==> src/rtl/cpu54_muldiv_sequencer_if.sv <==
// Request/result bundle between the multicycle controller and the mul/div sequencer.
// The controller drives requests and MTHI/MTLO writes; the sequencer owns HI/LO.
interface cpu54_muldiv_sequencer_if;
  logic        start;
  logic [1:0]  op;
  logic [31:0] rs_val;
  logic [31:0] rt_val;
  logic        hi_we;
  logic        lo_we;
  logic [31:0] wdata;
  logic [31:0] hi_out;
  logic [31:0] lo_out;
  logic        busy;
  logic        done;
  logic        div_by_zero;

  modport master (
    output start, op, rs_val, rt_val, hi_we, lo_we, wdata,
    input  hi_out, lo_out, busy, done, div_by_zero
  );

  modport slave (
    input  start, op, rs_val, rt_val, hi_we, lo_we, wdata,
    output hi_out, lo_out, busy, done, div_by_zero
  );
endinterface

==> src/rtl/cpu54_muldiv_sequencer.sv <==
// Iterative 32-cycle multiply / restoring divide with HI/LO ownership and MTHI/MTLO writes.
// Signed ops run on magnitudes; the sign fix-up happens in the single FIX cycle.
module cpu54_muldiv_sequencer (
  input logic                    clock_in,
  input logic                    reset_signal,
  cpu54_muldiv_sequencer_if.slave bus
);
  typedef enum logic [1:0] {StIdle, StRun, StFix} state_e;

  state_e      state_q, state_d;
  logic [4:0]  cnt_q, cnt_d;
  logic [1:0]  op_q, op_d;
  logic [63:0] acc_q, acc_d;
  logic [31:0] b_q, b_d;
  logic [31:0] rs_q, rs_d;
  logic        neg_res_q, neg_res_d;
  logic        neg_rem_q, neg_rem_d;
  logic [31:0] hi_q, hi_d;
  logic [31:0] lo_q, lo_d;
  logic        done_q, done_d;
  logic        dbz_q, dbz_d;

  logic        rs_neg, rt_neg;
  logic [31:0] rs_mag, rt_mag;
  logic [32:0] mul_sum;
  logic [32:0] div_sh;
  logic [32:0] div_sub;
  logic        div_ge;
  logic [63:0] prod_neg;

  always_comb begin
    rs_neg   = bus.op[0] & bus.rs_val[31];
    rt_neg   = bus.op[0] & bus.rt_val[31];
    rs_mag   = rs_neg ? (32'd0 - bus.rs_val) : bus.rs_val;
    rt_mag   = rt_neg ? (32'd0 - bus.rt_val) : bus.rt_val;
    mul_sum  = {1'b0, acc_q[63:32]} + (acc_q[0] ? {1'b0, b_q} : 33'd0);
    // Top 33 bits of {remainder, quotient} << 1
    div_sh   = acc_q[63:31];
    div_ge   = div_sh >= {1'b0, b_q};
    div_sub  = div_sh - {1'b0, b_q};
    prod_neg = 64'd0 - acc_q;
  end

  always_comb begin
    state_d   = state_q;
    cnt_d     = cnt_q;
    op_d      = op_q;
    acc_d     = acc_q;
    b_d       = b_q;
    rs_d      = rs_q;
    neg_res_d = neg_res_q;
    neg_rem_d = neg_rem_q;
    hi_d      = hi_q;
    lo_d      = lo_q;
    done_d    = 1'b0;
    dbz_d     = 1'b0;

    unique case (state_q)
      StIdle: begin
        if (bus.start) begin
          op_d      = bus.op;
          rs_d      = bus.rs_val;
          neg_res_d = rs_neg ^ rt_neg;
          neg_rem_d = rs_neg;
          cnt_d     = 5'd0;
          state_d   = StRun;
          if (bus.op[1]) begin
            acc_d = {32'd0, rs_mag};
            b_d   = rt_mag;
          end else begin
            acc_d = {32'd0, rt_mag};
            b_d   = rs_mag;
          end
        end else begin
          if (bus.hi_we) hi_d = bus.wdata;
          if (bus.lo_we) lo_d = bus.wdata;
        end
      end
      StRun: begin
        if (op_q[1]) begin
          acc_d = div_ge ? {div_sub[31:0], acc_q[30:0], 1'b1}
                         : {div_sh[31:0], acc_q[30:0], 1'b0};
        end else begin
          acc_d = {mul_sum, acc_q[31:1]};
        end
        cnt_d = cnt_q + 5'd1;
        if (cnt_q == 5'd31) state_d = StFix;
      end
      StFix: begin
        done_d  = 1'b1;
        state_d = StIdle;
        if (!op_q[1]) begin
          {hi_d, lo_d} = (op_q[0] && neg_res_q) ? prod_neg : acc_q;
        end else if (b_q == 32'd0) begin
          hi_d  = rs_q;
          lo_d  = 32'hFFFF_FFFF;
          dbz_d = 1'b1;
        end else begin
          lo_d = (op_q[0] && neg_res_q) ? (32'd0 - acc_q[31:0]) : acc_q[31:0];
          hi_d = (op_q[0] && neg_rem_q) ? (32'd0 - acc_q[63:32]) : acc_q[63:32];
        end
      end
      default: state_d = StIdle;
    endcase
  end

  always_ff @(posedge clock_in) begin
    if (reset_signal) begin
      state_q   <= StIdle;
      cnt_q     <= 5'd0;
      op_q      <= 2'd0;
      acc_q     <= 64'd0;
      b_q       <= 32'd0;
      rs_q      <= 32'd0;
      neg_res_q <= 1'b0;
      neg_rem_q <= 1'b0;
      hi_q      <= 32'd0;
      lo_q      <= 32'd0;
      done_q    <= 1'b0;
      dbz_q     <= 1'b0;
    end else begin
      state_q   <= state_d;
      cnt_q     <= cnt_d;
      op_q      <= op_d;
      acc_q     <= acc_d;
      b_q       <= b_d;
      rs_q      <= rs_d;
      neg_res_q <= neg_res_d;
      neg_rem_q <= neg_rem_d;
      hi_q      <= hi_d;
      lo_q      <= lo_d;
      done_q    <= done_d;
      dbz_q     <= dbz_d;
    end
  end

  assign bus.hi_out      = hi_q;
  assign bus.lo_out      = lo_q;
  assign bus.busy        = (state_q != StIdle);
  assign bus.done        = done_q;
  assign bus.div_by_zero = dbz_q;
endmodule

==> src/flat_wrapper.sv <==
// flat-port wrapper written by rule: the top's interface ports become plain ports
module cpu54_muldiv_sequencer_flat 
  (clock_in, reset_signal, bus_start, bus_op, bus_rs_val, bus_rt_val, bus_hi_we, bus_lo_we, bus_wdata, bus_hi_out, bus_lo_out, bus_busy, bus_done, bus_div_by_zero);
  cpu54_muldiv_sequencer_if bus_i ();
  input logic clock_in;
  input logic reset_signal;
  input wire logic [$bits(bus_i.start)-1:0] bus_start;
  input wire logic [$bits(bus_i.op)-1:0] bus_op;
  input wire logic [$bits(bus_i.rs_val)-1:0] bus_rs_val;
  input wire logic [$bits(bus_i.rt_val)-1:0] bus_rt_val;
  input wire logic [$bits(bus_i.hi_we)-1:0] bus_hi_we;
  input wire logic [$bits(bus_i.lo_we)-1:0] bus_lo_we;
  input wire logic [$bits(bus_i.wdata)-1:0] bus_wdata;
  output wire logic [$bits(bus_i.hi_out)-1:0] bus_hi_out;
  output wire logic [$bits(bus_i.lo_out)-1:0] bus_lo_out;
  output wire logic [$bits(bus_i.busy)-1:0] bus_busy;
  output wire logic [$bits(bus_i.done)-1:0] bus_done;
  output wire logic [$bits(bus_i.div_by_zero)-1:0] bus_div_by_zero;
  assign bus_i.start = bus_start;
  assign bus_i.op = bus_op;
  assign bus_i.rs_val = bus_rs_val;
  assign bus_i.rt_val = bus_rt_val;
  assign bus_i.hi_we = bus_hi_we;
  assign bus_i.lo_we = bus_lo_we;
  assign bus_i.wdata = bus_wdata;
  assign bus_hi_out = bus_i.hi_out;
  assign bus_lo_out = bus_i.lo_out;
  assign bus_busy = bus_i.busy;
  assign bus_done = bus_i.done;
  assign bus_div_by_zero = bus_i.div_by_zero;
  cpu54_muldiv_sequencer u_core (.clock_in(clock_in), .reset_signal(reset_signal), .bus(bus_i));
endmodule
==> config.mk <==
export PLATFORM = sky130hd
export DESIGN_NAME = cpu54_muldiv_sequencer_flat
export DESIGN_NICKNAME = d
export VERILOG_FILES = /design/src/rtl/cpu54_muldiv_sequencer_if.sv /design/src/rtl/cpu54_muldiv_sequencer.sv /design/src/flat_wrapper.sv
export SDC_FILE = /design/constraint.sdc
export NUM_CORES = 1
export LEC_CHECK = 0
export ABC_AREA = 1
export BUFFER_PORTS_ARGS = -buffer_cell sky130_fd_sc_hd__buf_4
export CAP_MARGIN = 0
export CORE_AREA = 4 4 246 248
export CTS_BUF_LIST = sky130_fd_sc_hd__clkbuf_4 sky130_fd_sc_hd__clkbuf_8 sky130_fd_sc_hd__clkbuf_16
export DETAILED_ROUTE_END_ITERATION = 7
export DIE_AREA = 0 0 250 252
export SYNTH_ARGS = -nofsm -noshare
export SYNTH_HDL_FRONTEND = slang
export SYNTH_SLANG_ARGS = --single-unit
==> constraint.sdc <==
create_clock -name clock_in -period 3 [get_ports clock_in]
set_input_delay 0.45 -clock clock_in [delete_from_list [all_inputs] [get_ports clock_in]]
set_output_delay 0.45 -clock clock_in [all_outputs]
set_load 0.01 [all_outputs]
==> results.yml <==
outcome:
  status: "finished, final reports clean"
yosys:
  synth_top_flop_cell: "dfxtp_1"
  synth_common_cells: "nand2_1, inv_1, nor2_1"
  ys_types: 47
  synth_top_family_by_area: "simple AND/OR/NAND/NOR gates"
  synth.avg_cell_area_sq_um: 5.497
  synthXorXnorAreaFrac_pct: 4.109
  synth_most_common_cell: "nand2_1"
  muxShareOfSynthArea_pct: 0
  synth-simple-area-share_pct: 40.93
  async_flop_share_pct: 0
  synthAdderAreaFrac_pct: 4.523
  synth-seq-cells: 205
  yosys_warnings: 0
  synth_top_area_share_pct: 21.04
  synth_area_sq_mm: 0.02025
  yosys.area.top_type: "nand2_1"
  synth_fp_nets: 3859
  netlist_top_cells_area: "nand2_1, dfxtp_1, inv_1"
  synth-edff-count: 0
  synth_seq_area_share_pct: 20.27
  synth_compound_area_share_pct: 17.16
  syn_inst: 3684
clock_tree:
  cts_tree: "done"
  cts.path.max_buffers: 3
  cts_root_buffer: "clkbuf_16"
  numClockSinks: 205
  cts_buffers: 26
  clock_latency_ns: 0.57
  cts_max_level: 1
  clk_pin_slew_ns: 0.06
global_route:
  grt_pass1_wl_mm: 147.7
  grt_max_degree: 76
  grt_usage_pct: 30.35
  grt_pass1_vias: 23421
  antenna_found_initial: 3
  grt_overflow: 0
sta:
  worst_pin_slew_ns: 0.7662
  rsz0062_at_grt: "yes"
  clock.fmax_mhz: 347.8
  relSlewSlack_pct: 48.92
  hold_viol_final: 0
  tns_ns: 0
  finClkSkew_ns: 0.02986
  report.final.setup_viol: 0
  fin_crit_sh_pct: 95.83
  period_needed_ns: 2.875
  slew_violations: 0
  hold_slack_ns: 0.1881
drt:
  drtPass1Iterations: 6
  ant_nets: 0
  avgViaCountPerCell: 5.433
  route.detailed.drc: 0
  drt_wl_total_mm: 100.7
  avgRoutedWirePerCell_um: 21.55
  drt-initial-drc-count: 3045
  num_vias: 25384
final_layout:
  stdcell_area_sq_mm: 0.02387
  nNetsFinal: 4057
  fillers: 6622
  synthToLayoutAreaGrowth_pct: 17.89
  post_route_cells_drive_above_1_share_pct: 11.11
  antenna_cells: 0
die:
  row_count: 89
  dieWidth_um: 250
  core_sq_mm: 0.05846
  die_y_um: 252
  die_area_sq_mm: 0.06300
  ios: 170
  initial_core_util_pct: 34.64
power_and_ir_drop:
  irDropWorstVdd_mv: 0.4069
  p_leak_nw: 12.44
  total_power_mw: 10.43
  power_density_mw_per_mm2: 436.9
placed_design:
  gp_congestion: 1.092
  portBuffers: 169
  placed_area_sq_mm: 0.02306
  hpwlAfterDp_mm: 82.83
job:
  maxCapViolCount: 0
setup_path:
  critPathArrivalTime_ns: 3.36
  crit_fanout: 6
  worstSetupStartpointType: "flip-flop"
  end_kind: "flip-flop"
  path_class: "flip-flop to flip-flop"
  cp.required_ns: 3.48
worst_hold_path:
  holdCritPathClass: "input port to flip-flop"
==> layout by cell type (no fill, tap or decap), drive strengths merged <==
| master | instances |
|---|---|
| nor3b | 2 |
| a31oi | 12 |
| nand2 | 1146 |
| clkinv | 12 |
| a21oi | 298 |
| or2 | 5 |
| buf | 314 |
| xor2 | 84 |
| and2 | 5 |
| a211oi | 3 |
| inv | 536 |
| a21boi | 4 |
| a22oi | 16 |
| clkbuf | 36 |
| nand4 | 57 |
| o21a | 2 |
| o211ai | 28 |
| o21ai | 270 |
| nand3b | 21 |
| o21bai | 6 |
| o31ai | 2 |
| nand3 | 317 |
| dfxtp | 205 |
| a21o | 1 |
| xnor2 | 11 |
| ha | 70 |
| a221oi | 1 |
| o22ai | 3 |
| o221ai | 5 |
| fa | 2 |
| a211o | 1 |
| nor3 | 25 |
| nor2 | 399 |
==> per-layer routing <==
metal  vias to the layer above  GRT usage (%)  part of all wire (%)
met5                         -              0                 0.011
met3                       253          5.742                    10
met1                     11584          41.42                    42
met2                      1373          46.88                    43
li1                      12172              -                     -
met4                         2          13.38                   5.3
==> stage by stage <==
stage	utilization (%)	worst slack [ns]	std cells
CTS	40.81	0.05424	4672
detailed placement	39.44	0.07269	4627
global route	40.83	-0.03968	4672
finish	40.83	0.1251	4672
floorplan	-	0.5414	3684
global placement	39.44	0.04901	4627
==> final timing paths <==
| path | slack [ns] | cells past startpoint | start | end |
|---|---|---|---|---|
| max | 0.13 | 16 | u_core.acc_q[0]$_SDFFE_PP0P_ | u_core.acc_q[59]$_SDFFE_PP0P_ |
| min | 0.19 | 3 | bus_wdata[20] | u_core.bus.hi_out[20]$_SDFFE_PP0P_ |
| max reg2reg | 0.13 | 16 | u_core.acc_q[0]$_SDFFE_PP0P_ | u_core.acc_q[59]$_SDFFE_PP0P_ |
| min reg2reg | 0.47 | 2 | u_core.cnt_q[4]$_SDFFE_PP0P_ | u_core.cnt_q[4]$_SDFFE_PP0P_ |
==> where the power goes <==
| part | internal [mW] | total [mW] | switching [mW] | leakage, nW |
|---|---|---|---|---|
| clock | 1.73 | 3.03 | 1.30 | 0.413 |
| sequential | 2.92 | 3.13 | 0.216 | 1.69 |
| combinational | 1.36 | 4.27 | 2.91 | 10.3 |
==> flip-flops by register name (all words and copies together), names as in the netlist <==
signal	cells
u_core.bus.lo_out	32
u_core.b_q	32
u_core.neg_rem_q	1
u_core.cnt_q	5
u_core.op_q	2
u_core.rs_q	32
u_core.neg_res_q	1
u_core.bus.done	1
u_core.bus.div_by_zero	1
u_core.acc_q	64
u_core.state_q	2
u_core.bus.hi_out	32
==> critical path, stage by stage, from the launching register on <==
cell	delay, ns
dfxtp_1	0.43
nand2_1	0.08
inv_1	0.05
ha_1	0.16
inv_1	0.06
fa_1	0.40
inv_1	0.19
nand3_1	0.11
nand3_1	0.23
nand2_1	0.09
nand3_1	0.17
nand3_1	0.18
a21oi_1	0.18
nor2_1	0.07
nor2_1	0.21
nand2_1	0.09
a21oi_1	0.12
==> what timing repair did <==
action,CTS,global route
setup endpoints to repair,0,19
hold buffers,0,0
gates resized for setup,0,4
buffers inserted,0,0
==> cells by family (layout without fill, tap and decap cells) <==
kind of cell | count (synthesis) | after routing
AO/OA/AOI/OAI | 652 | 652
XOR/XNOR | 95 | 95
adder cells (fa/ha/maj) | 72 | 72
buffers and inverters | 683 | 898
flip-flops | 205 | 205
AND/OR/NAND/NOR | 1977 | 1977
==> layout make-up <==
class	instances	area, sq um	share of cell area (%)
Clock buffer	36	744.5	3.118
Clock inverter	9	60.06	0.2516
Inverter	539	2024	8.480
Multi-Input combinational cell	2796	13540	56.70
Sequential cell	205	4105	17.20
Tap cell	773	967.2	4.051
Timing Repair Buffer	314	2436	10.20
Power figures use the tool's default switching activity.
